===== src/rtl/fp_cmp_pkg.sv =====
// Shared definitions for the IEEE 754 compare pipeline: field-width helpers
// and the bit positions of the compare result vector.
package fp_cmp_pkg;

    localparam int O_W   = 16;
    localparam int O_EQ  = 0;
    localparam int O_LT  = 1;
    localparam int O_LE  = 2;
    localparam int O_MLT = 3;
    localparam int O_UN  = 4;
    localparam int O_NE  = 8;
    localparam int O_GE  = 9;
    localparam int O_GT  = 10;
    localparam int O_MGE = 11;
    localparam int O_ORD = 12;
    localparam int O_TOT = 13;

    typedef struct packed {
        logic nan;
        logic snan;
        logic inf;
    } cmp_flags_t;

    // Exponent width of the IEEE binary16/32/64/128 interchange formats.
    function automatic int exp_w(input int fpwid);
        case (fpwid)
            16:      return 5;
            32:      return 8;
            128:     return 15;
            default: return 11;
        endcase
    endfunction

    function automatic int emsb(input int fpwid);
        return exp_w(fpwid) - 1;
    endfunction

    function automatic int fmsb(input int fpwid);
        return fpwid - exp_w(fpwid) - 2;
    endfunction

endpackage


===== src/rtl/fp_cmp_decomp.sv =====
// Splits one IEEE 754 operand into sign/exponent/fraction and classifies it.
module fp_decomp_n
    import fp_cmp_pkg::*;
#(
    parameter int FPWID = 64,
    localparam int EMSB = emsb(FPWID),
    localparam int FMSB = fmsb(FPWID)
) (
    input  logic [FPWID-1:0] i,
    output logic             sgn,
    output logic [EMSB:0]    expo,
    output logic [FMSB:0]    frac,
    output logic             zero,
    output logic             inf,
    output logic             nan,
    output logic             qnan,
    output logic             snan
);

    logic exp_max;
    logic frac_zero;

    assign sgn       = i[FPWID-1];
    assign expo      = i[FPWID-2 -: EMSB+1];
    assign frac      = i[FMSB:0];
    assign exp_max   = &expo;
    assign frac_zero = ~|frac;

    // Subnormals are non-zero; only an all-zero exponent and fraction is zero.
    assign zero = ~|expo & frac_zero;
    assign inf  = exp_max & frac_zero;
    assign nan  = exp_max & ~frac_zero;
    assign qnan = nan & frac[FMSB];
    assign snan = nan & ~frac[FMSB];

endmodule


===== src/rtl/fp_compare_pipe.sv =====
// Two-stage valid/ready IEEE 754 comparator producing a 16-bit predicate vector.
// Optional o[13] totalOrder strict-less is built only when FP_CMP_TOTALORDER_EN is defined.
module fp_compare_pipe
    import fp_cmp_pkg::*;
#(
    parameter int FPWID = 64,
    parameter int TAGW  = 4
) (
    input  logic             clk,
    input  logic             rst,
    input  logic             in_valid,
    output logic             in_ready,
    input  logic [FPWID-1:0] a,
    input  logic [FPWID-1:0] b,
    input  logic [TAGW-1:0]  in_tag,
    output logic             out_valid,
    input  logic             out_ready,
    output logic [O_W-1:0]   o,
    output logic [TAGW-1:0]  out_tag,
    output logic             nan,
    output logic             snan,
    output logic             inf,
    output logic             snan_sticky,
    input  logic             flag_clr
);

    localparam int EMSB = emsb(FPWID);
    localparam int FMSB = fmsb(FPWID);
    localparam int MW   = EMSB + FMSB + 2;

    typedef struct packed {
        logic          sgn;
        logic [MW-1:0] mag;
        logic          zero;
        logic          inf;
        logic          nan;
        logic          qnan;
        logic          snan;
    } opnd_t;

    logic          sa, sb_, za, zb, ia, ib, na, nb, qa, qb, xa, xb;
    logic [EMSB:0] ea, eb;
    logic [FMSB:0] fa, fb;
    opnd_t         op_a, op_b;

    fp_decomp_n #(.FPWID(FPWID)) u_dec_a (
        .i(a), .sgn(sa), .expo(ea), .frac(fa), .zero(za),
        .inf(ia), .nan(na), .qnan(qa), .snan(xa)
    );

    fp_decomp_n #(.FPWID(FPWID)) u_dec_b (
        .i(b), .sgn(sb_), .expo(eb), .frac(fb), .zero(zb),
        .inf(ib), .nan(nb), .qnan(qb), .snan(xb)
    );

    assign op_a = '{sgn: sa,  mag: {ea, fa}, zero: za, inf: ia, nan: na, qnan: qa, snan: xa};
    assign op_b = '{sgn: sb_, mag: {eb, fb}, zero: zb, inf: ib, nan: nb, qnan: qb, snan: xb};

    logic            v1;
    opnd_t           s1_a, s1_b;
    logic [TAGW-1:0] s1_tag;
    logic            s2_free;
    cmp_flags_t      flags_q;

    assign s2_free  = ~out_valid | out_ready;
    assign in_ready = ~v1 | s2_free;

    // NOTE: sequential state is written only with non-blocking assignments so
    // every register samples the pre-edge values of its neighbours.
    always_ff @(posedge clk) begin
        if (rst) begin
            v1 <= 1'b0;
        end else if (in_ready) begin
            v1 <= in_valid;
        end
    end

    // NOTE: operand and tag registers are not reset; v1 qualifies them, so
    // whatever they hold after reset is never observed.
    always_ff @(posedge clk) begin
        if (in_ready && in_valid) begin
            s1_a   <= op_a;
            s1_b   <= op_b;
            s1_tag <= in_tag;
        end
    end

    logic           unord, both_zero, both_inf;
    logic           mag_lt, mag_gt, mag_eq;
    logic           lt_raw, eq_raw;
    logic [O_W-1:0] cmp_o;
    cmp_flags_t     cmp_flags;

    // NOTE: every signal driven here gets a default first, so no path through
    // the block leaves a value unassigned and no latch is inferred.
    always_comb begin
        cmp_o     = '0;
        cmp_flags = '0;
        unord     = s1_a.nan | s1_b.nan;
        both_zero = s1_a.zero & s1_b.zero;
        both_inf  = s1_a.inf & s1_b.inf;
        mag_lt    = s1_a.mag < s1_b.mag;
        mag_gt    = s1_b.mag < s1_a.mag;
        mag_eq    = s1_a.mag == s1_b.mag;
        eq_raw    = both_zero | ((s1_a.sgn == s1_b.sgn) & mag_eq);
        lt_raw    = 1'b0;

        // Negative magnitudes order in reverse; a signed zero pair is equal.
        if (s1_a.sgn != s1_b.sgn) begin
            lt_raw = s1_a.sgn & ~both_zero;
        end else if (s1_a.sgn) begin
            lt_raw = mag_gt;
        end else begin
            lt_raw = mag_lt;
        end

        cmp_o[O_EQ]  = ~unord & eq_raw;
        cmp_o[O_LT]  = ~unord & lt_raw;
        cmp_o[O_LE]  = ~unord & (lt_raw | eq_raw);
        cmp_o[O_MLT] = mag_lt;
        cmp_o[O_UN]  = unord;
        cmp_o[O_NE]  = unord | ~eq_raw;
        cmp_o[O_GE]  = ~unord & ~lt_raw;
        cmp_o[O_GT]  = ~unord & ~lt_raw & ~eq_raw;
        cmp_o[O_MGE] = ~mag_lt;
        cmp_o[O_ORD] = ~unord;

`ifdef FP_CMP_TOTALORDER_EN
        // Raw sign/magnitude ordering: NaN payloads and signed zeros fall out naturally.
        if (s1_a.sgn != s1_b.sgn) begin
            cmp_o[O_TOT] = s1_a.sgn;
        end else if (s1_a.sgn) begin
            cmp_o[O_TOT] = mag_gt;
        end else begin
            cmp_o[O_TOT] = mag_lt;
        end
`else
        cmp_o[O_TOT] = 1'b0;
`endif

        cmp_flags.nan  = s1_a.qnan | s1_a.snan | s1_b.qnan | s1_b.snan | both_inf;
        cmp_flags.snan = s1_a.snan | s1_b.snan;
        cmp_flags.inf  = both_inf;
    end

    always_ff @(posedge clk) begin
        if (rst) begin
            out_valid <= 1'b0;
            o         <= '0;
            out_tag   <= '0;
            flags_q   <= '0;
        end else if (s2_free) begin
            out_valid <= v1;
            if (v1) begin
                o       <= cmp_o;
                out_tag <= s1_tag;
                flags_q <= cmp_flags;
            end
        end
    end

    assign nan  = flags_q.nan;
    assign snan = flags_q.snan;
    assign inf  = flags_q.inf;

    // A delivered sNaN result outranks a coincident clear.
    always_ff @(posedge clk) begin
        if (rst) begin
            snan_sticky <= 1'b0;
        end else if (out_valid && out_ready && flags_q.snan) begin
            snan_sticky <= 1'b1;
        end else if (flag_clr) begin
            snan_sticky <= 1'b0;
        end
    end

endmodule


===== config.mk =====
export PLATFORM = sky130hd
export DESIGN_NAME = fp_compare_pipe
export DESIGN_NICKNAME = d
export VERILOG_FILES = /design/src/rtl/fp_cmp_pkg.sv /design/src/rtl/fp_cmp_decomp.sv /design/src/rtl/fp_compare_pipe.sv
export SDC_FILE = /design/constraint.sdc
export NUM_CORES = 1
export LEC_CHECK = 0
export CAP_MARGIN = 5
export CORE_MARGIN = 2
export CORE_UTILIZATION = 25
export CTS_CLUSTER_SIZE = 25
export DETAILED_ROUTE_END_ITERATION = 16
export SLEW_MARGIN = 5
export SYNTH_ARGS = -nofsm -noshare
export SYNTH_HDL_FRONTEND = slang
export SYNTH_HIERARCHICAL = 1
export SYNTH_SLANG_ARGS = --single-unit

===== constraint.sdc =====
create_clock -name clk -period 6.95 [get_ports clk]
set_input_delay 0.695 -clock clk [delete_from_list [all_inputs] [get_ports clk]]
set_output_delay 0.695 -clock clk [all_outputs]
set_load 0.02 [all_outputs]

======== After elaboration in Yosys (flattened, before gate mapping) ========
Cells that the tools add are included.
word-level totals
  flip-flop bits (word level) ............. 162
  latch bits .............................. 0
  RAM bits ................................ 0
  ROM bits ................................ 0
  bits of input ports ..................... 137
  word-level logic and storage cells ...... 86
  memories kept ........................... 0
cells by class
  $add $sub $neg .......................... 0
  multipliers ............................. 0
  divide/modulo/power cells ............... 0
  $lt $le $gt $ge ......................... 2
  equality and inequality tests ........... 3
  shifts and indexed selects .............. 0
  muxes and demuxes ....................... 4
  bitwise gates (word level) .............. 39
  reductions and logical operators ........ 15
operators with widths
  cell               count
  $lt 63x63->1       2
  $reduce_or 52->1   2
  $eq 63x63->1       1
  $reduce_and 11->1  2
  $reduce_or 11->1   2
  $and 1x1->1        19
  $or 1x1->1         11
  $not 1->1          9
  $logic_not 1->1    4
  $mux 1             4
  $logic_and 1x1->1  3
  $reduce_and 2->1   1
  $reduce_bool 2->1  1
  $eq 1x1->1         1
  $ne 1x1->1         1

======== Logic depth before layout (Yosys ltp) ========
Gate-level depths: netlist of the first run.
  depth in word-level cells ............... 7
  mapped depth ............................ 10

======== Modules after synthesis ========
Netlist of the first run, hierarchy kept.
modules (own cells, without submodules)
  module           instances  cells an instance  area each (sq um)  sequential area each (sq um)
  fp_compare_pipe  1          473                6,693.9            4,664.5
  fp_decomp_n      2          95                 700.7              0.0

======== Worst setup path before layout of the first run ========
Ideal clock, no wire load.
  kind .................................... in2reg
  start ................................... in out_ready
  end ..................................... reg s1_a[0] in the netlist's numbering, enable pin
  setup time .............................. 0.518 ns
  arrival ................................. 4.254 ns
  required time ........................... 6.432 ns
  setup slack ............................. 2.178 ns
  cell stages on the path ................. 3
  path buffers ............................ 0
  cell sequence ........................... nor2b_1 nand2_1 and2_1
between the ends
  longest elaborated chain between the ends .. 3
RTL lines
  what                    RTL line               text
  start: declaration      fp_compare_pipe.sv:17  input logic out_ready,
  $or 1x1->1              fp_compare_pipe.sv:65  assign s2_free = ~out_valid | out_ready;
  $or 1x1->1              fp_compare_pipe.sv:66  assign in_ready = ~v1 | s2_free;
  net in_ready            fp_compare_pipe.sv:12  output logic in_ready,
  $logic_and 1x1->1       fp_compare_pipe.sv:81  if (in_ready && in_valid) begin
  end signal: assignment  fp_compare_pipe.sv:82  s1_a <= op_a;
  end: declaration        fp_compare_pipe.sv:60  opnd_t s1_a, s1_b;
The timed path passes the listed nets, and every way through them passes these cells.
A chain may end at the register's enable or synchronous reset.

======== Worst setup path after layout of the first run ========
  start ................................... reg s1_b[32] in the netlist's numbering
  end ..................................... reg o[9]
between the ends
  longest elaborated chain between the ends .. 5
  elaborated cells on any way between the ends .. 6
  those cells by class .................... order compare: 2; mux: 2; bitwise: 2
RTL lines
  what                             RTL line                                        text
  start: declaration               fp_compare_pipe.sv:60
  start signal: assignment         fp_compare_pipe.sv:83                           s1_b <= op_b;
  $lt 63x63->1 (on tied branches)  fp_compare_pipe.sv:102, fp_compare_pipe.sv:103
  $mux 1 *                         fp_compare_pipe.sv:111                          end else if (s1_a.sgn) begin
  $mux 1 *                         fp_compare_pipe.sv:109                          if (s1_a.sgn != s1_b.sgn) begin
  $not 1->1 *                      fp_compare_pipe.sv:123                          cmp_o[O_GE] = ~unord & ~lt_raw;
  $and 1x1->1 *                    fp_compare_pipe.sv:123
  end signal: assignment           fp_compare_pipe.sv:155                          o <= cmp_o;
  end: declaration                 fp_compare_pipe.sv:18                           output logic [O_W-1:0] o,
Every way passes the cells marked *; elsewhere a longest branch is shown, timed or not.

==> run_results.csv, run 1 <==
group,metric,value,unit
min_path,hold_path.class,"register to register",
synthesis,synth_area_per_cell,12.2,µm²
synthesis,synth_top_area_share,52.7,%
detailed_routing,drt-initial-drc-count,352,
global_route,grt.overflow.total,0,
timing,holdWs,0.454,ns
finish,fillers,3224,
clocking,ctsRootBufferMaster,"clkbuf_16",
global_route,grt_max_degree,82,
timing,setup_viol,0,
placement,dpl.hpwl,14600,µm
synthesis,synth_edf_count,142,
clocking,path_clk_slew,0.07,ns
timing,fin_crit_sh,41.6,%
timing,tns,0,ns
min_path,hold_path_depth,2,
detailed_routing,dr_wl_met3,891,µm
finish,insertedDiodeCount,0,
timing,slew_headroom,28.2,%
timing,worstMarginPinSlew,1.08,ns
timing,hold_viol,0,
detailed_routing,dr_total_vias,4778,
pwr,ir_drop,0.158,mV
floorplanning,start_util,25.5,%
global_route,grt_usage,11.3,%
clocking,numCtsBuffers,17,
detailed_routing,wl_met2,8800,µm
clocking,clk_latency,0.42,ns
synthesis,ys_seq_area_share,57.6,%
critical_path,critPathArrivalTime,3.19,ns
placement,gp_congestion,0.766,
synthesis,synth_area_leaders,"edfxtp_1 (53%), buf_4 (12%), ha_1 (9.7%)",
synthesis,syn_area,8100,µm²
status,status,"completed",
clocking,cts_hold_buf,0,
timing,fin_crit,2.89,ns
critical_path,critical_path.max_fanout,4,
synthesis,ys_seq_elements,162,
timing,fin_skew,0.0108,ns
floorplanning,ios,163,
placement,dpl-instance-area,9180,µm²
global_route,grt_pass1_wl,28100,µm
finish,postLayoutCellArea,9770,µm²
critical_path,critPathCaptureType,"register",
detailed_routing,wire_per_inst,16.6,µm
clocking,clock_path_buffers,2,
pwr,total_power,2340,µW
timing,drv_slew,0,
detailed_routing,via_per_inst,4.26,
finish,area_growth,20.7,%
finish,layout_common_cells,"clkdlybuf4s50_1 (156), edfxtp_1 (142), inv_1 (67), ha_1 (63), a21oi_1 (36)",
detailed_routing,drcViolationCount,0,
global_route,grt_pass1_vias,4840,
global_route,antenna_found_initial,0,
detailed_routing,drtPass1Iterations,4,
clocking,ctsResizeCount,0,
placement,io_buffers,156,
clocking,cts.sinks,162,
finish,regArea,4660,µm²
detailed_routing,route.final.wire_length,18600,µm
run,drv_cap,0,
synthesis,ys_warn_count,6,
detailed_routing,ant_nets,0,
finish,post-route-util,30.8,%
synthesis,syn_inst,663,
clocking,cts_setup_buffers,0,
finish,drive_gt1_share,6.94,%
finish,multi_input_area,2180,µm²
critical_path,rr_worst_depth,9,
timing,rsz0062_at_grt,"false",
clocking,cts-htree-levels,4,
floorplanning,core_area,31700,µm²
floorplanning,dieArea,33800,µm²
synthesis,synth-main-ff-cell,"edfxtp_1",
finish,finalNetCount,907,
critical_path,cp.required,7.25,ns
floorplanning,die_width,184,µm
floorplanning,num_rows,65,
timing,fmax,346,MHz
synthesis,yosysTopAreaCell,"edfxtp_1",
synthesis,async_flop_share,0,%
floorplanning,die_h,184,µm
critical_path,path_class,"register to register",
finish,layout_commonest_cell,"clkdlybuf4s50_1",
pwr,p_per_area,239,nW/µm²
clocking,tritoncts,"built",
synthesis,synth_cell_types,45,
critical_path,start_kind,"register",
detailed_routing,top_layer,"met4",
pwr,p_leak,0.00367,µW
detailed_routing,met1_length,8830,µm
[final timing paths]
kind,startpoint,end,slack (ns)
hold / removal,out_tag[1],out_tag[1],0.45
setup reg to reg,s1_b[32],o[9],4.06
hold reg to reg,out_tag[1],out_tag[1],0.45
setup / recovery,s1_b[32],o[9],4.06
[cell families after synthesis]
| family | count (synthesis) | synth area share [%] |
|---|---|---|
| buf+inv | 205 | 15.7 |
| flops | 162 | 57.6 |
| simple gates | 157 | 11.2 |
| compound gates | 74 | 5.56 |
| fa+ha+maj | 63 | 9.74 |
| xor+xnor | 1 | 0.108 |
| other cells | 1 | 0.0463 |
[report_power, final]
group | switching [µW] | internal, µW
clock network | 412 | 540
registers | 18.3 | 1120
logic | 124 | 125
total | 554 | 1780
[flip-flops by register name, summed over array words and instances, names as in the netlist]
register and flops:
inf 1, nan 1, o 10, out_tag 4, out_valid 1, s1_a 69
s1_b 69, s1_tag 4, snan 1, snan_sticky 1, v1 1
[synthesized netlist by cell type, types with 2 or more instances]
cell	count
and2_2	2
a32o_1	2
and4_1	4
nor3_1	11
nor4_1	26
edfxtp_1	142
dfxtp_1	20
and2_1	3
inv_1	67
nor4_2	10
o31ai_1	2
nand4_1	24
a21oi_1	36
buf_4	134
a21o_1	4
nand2b_1	4
nand3_1	13
clkbuf_1	4
a22oi_1	2
a211oi_1	3
nor2b_1	2
ha_1	63
o21ai_0	12
o21ai_1	2
nand2_1	30
nor2_1	22
[layout make-up]
type / instances / share of cell area, %
Tap cell: 402 / 5.15
Inverter: 67 / 2.57
Multi-Input combinational cell: 301 / 22.3
Timing Repair Buffer: 158 / 16.1
Sequential cell: 162 / 47.7
Clock buffer: 22 / 5.30
Clock inverter: 10 / 0.781
[per-stage QoR]
stage | setup slack [ns] | std cells
2_1_floorplan | 2.18 | 668
3_3_place_gp | 3.91 | 1090
3_5_place_dp | 3.81 | 1090
4_1_cts | 3.95 | 1122
5_1_grt | 3.76 | 1122
6_report | 4.06 | 1122
[critical path: stages, from the launching register on]
cell,delay [ns]
edfxtp_1,0.42
ha_1,0.31
nand4_1,0.20
nor4_1,0.69
nand4_1,0.24
a21o_1,0.22
o31ai_1,0.11
o21ai_0,0.13
a2bb2oi_1,0.30
o21ai_0,0.14
[routing by layer]
metal / track usage [%] / vias to the layer above
met3: 2.61 / 6
met4: 2.69 / 0
met1: 15.1 / 2270
met5: 0 / -
met2: 18.4 / 149
li1: - / 2353
No activity file was read; power rests on OpenSTA's default activity.
==> run 2: changes to the inputs <==
==> constraint.sdc (replaced) <==
create_clock -name clk -period 2.56 [get_ports clk]
set_input_delay 0.256 -clock clk [delete_from_list [all_inputs] [get_ports clk]]
set_output_delay 0.256 -clock clk [all_outputs]
set_load 0.02 [all_outputs]
==> run_results.csv, run 2 (same netlist as run 1, synthesis figures left out) <==
group,metric,value,unit
global_route,grt_pass1_vias,5043,
finish,finalNetCount,930,
min_path,hold-path-endpoint,"s1_tag[0]",
status,status,"completed",
floorplanning,dieArea,33800,µm²
floorplanning,core_area,31700,µm²
floorplanning,die_h,184,µm
detailed_routing,drcViolationCount,0,
floorplanning,num_rows,65,
clocking,cts.sinks,162,
detailed_routing,dr_total_vias,4876,
timing,slew_headroom,61.3,%
finish,drive_gt1_share,11.4,%
clocking,tritoncts,"built",
global_route,met1_usage,14.5,%
min_path,hold_path.class,"primary input to register",
detailed_routing,drtPass1Iterations,4,
critical_path,critPathArrivalTime,2.74,ns
finish,layout_common_cells,"clkdlybuf4s50_1 (156), edfxtp_1 (142), inv_1 (67), ha_1 (63), a21oi_1 (35)",
run,drv_cap,0,
detailed_routing,wire_per_inst,16.1,µm
clocking,numCtsBuffers,17,
critical_path,critical_path.max_fanout,3,
finish,post-route-util,31.7,%
critical_path,path_class,"register to register",
timing,fin_crit_sh,94.4,%
pwr,p_per_area,633,nW/µm²
finish,reg_top3,"s1_a: 69 flops, s1_b: 69 flops, o: 10 flops",
timing,fin_crit,2.42,ns
finish,layout_commonest_cell,"clkdlybuf4s50_1",
critical_path,cp.required,2.88,ns
min_path,hold_path_depth,1,
critical_path,critPathCaptureType,"register",
pwr,p_leak,0.00382,µW
timing,fin_skew,0.0141,ns
detailed_routing,ant_nets,0,
finish,area_growth,24.3,%
timing,worstMarginPinSlew,0.576,ns
critical_path,regToRegSetupSlack,0.14,ns
finish,insertedDiodeCount,0,
timing,tns,0,ns
placement,dp.cells,1111,
clocking,path_clk_slew,0.08,ns
critical_path,rr_worst_depth,9,
placement,dpl.hpwl,14800,µm
pwr,ir_drop,0.473,mV
floorplanning,start_util,25.5,%
clocking,ctsRootBufferMaster,"clkbuf_16",
timing,fmax,414,MHz
timing,hold_viol,0,
global_route,grt_usage,11.2,%
timing,drv_slew,0,
clocking,clk_latency,0.43,ns
timing,setup_viol,0,
critical_path,rr_startpoint,"s1_b[39]",
detailed_routing,drt-initial-drc-count,299,
global_route,grt_pass1_wl,27900,µm
floorplanning,die_width,184,µm
finish,finalNonFillerCells,1145,
floorplanning,ios,163,
critical_path,r2r-end,"o[2]",
global_route,grt_max_degree,44,
clocking,cts_hold_buf,0,
min_path,worstHoldStart,"in_tag[0]",
clocking,clock_path_buffers,2,
global_route,grt.overflow.total,0,
placement,gp_congestion,0.811,
detailed_routing,route.final.wire_length,18400,µm
global_route,busiest_layer,"met2",
placement,io_buffers,156,
global_route,grtUsageMet3,2.69,%
clocking,cts-htree-levels,4,
critical_path,start_kind,"register",
detailed_routing,via_per_inst,4.26,
global_route,antenna_found_initial,0,
global_route,met2_usage,18.4,%
[run 2: cell count changes in the layout (fill, tap and decap cells not counted), moves of 2 or more]
cell       change
inv_4          -3
nor4_1         -2
a22oi_2        +2
a22oi_1        -2
buf_12         +2
clkinv_4       +2
inv_6          -3
clkbuf_16      -3
nor3_1         -2
clkinv_8       +5
inv_8          +5
buf_4         +21
[run 2: worst max-delay path: stages, from the launching register on]
cell and delay [ns]:
edfxtp_1 0.37, ha_1 0.30, a21oi_2 0.12, o21a_1 0.13
nor2_1 0.06, o311a_1 0.34, or3_4 0.40, or2_4 0.28
a211oi_4 0.21, o21ai_1 0.09
[run 2: power by group]
group          switching, µW  internal, µW
registers               46.9          3030
logic                    356           369
clock network           1240          1330
total                   1650          4730
[run 2: layout make-up]
cell class,instances,area (µm²)
Fill cell,3172,21700
Sequential cell,162,4660
Multi-Input combinational cell,301,2260
Timing Repair Buffer,181,1770
Tap cell,402,503
Clock buffer,17,425
Inverter,67,251
Clock inverter,15,181
[run 2: stage by stage]
| stage | setup slack [ns] | instance area, µm² | power, µW | hold WS (ns) |
|---|---|---|---|---|
| CTS | 0.0109 | 9990 | 6440 | 0.383 |
| global placement | -0.164 | 9360 | 3840 | 0.443 |
| global route | -0.0153 | 10100 | 6650 | 0.369 |
| floorplan | 0.317 | 8120 | 3560 | 0.355 |
| finish | 0.144 | 10100 | 6370 | 0.391 |
| detailed placement | -0.249 | 9360 | 3850 | 0.449 |
[run 2: metal layers]
layer	vias up	share of wire, %
met5	-	0
met4	0	1.5
met3	18	5.5
met2	145	47
li1	2409	-
met1	2304	46
[run 2: worst max-delay path by stage]
stage | startpoint | to | slack, ns
after detailed placement | s1_b[34] | o[1] | -0.25
after CTS | s1_b[34] | o[9] | 0.01
final | s1_b[39] | o[2] | 0.14
after floorplan | out_valid | s1_a[0] | 0.32
after global placement | s1_b[34] | o[1] | -0.16
after global routing | s1_a[34] | o[9] | -0.02
[run 2: timing repair]
item                                    4_1_cts  5_1_grt
setup buffers                                 0        2
resized for setup                             4       11
endpoints found under the setup margin        8        6
pin swaps                                     1        9
gates cloned                                  0        0
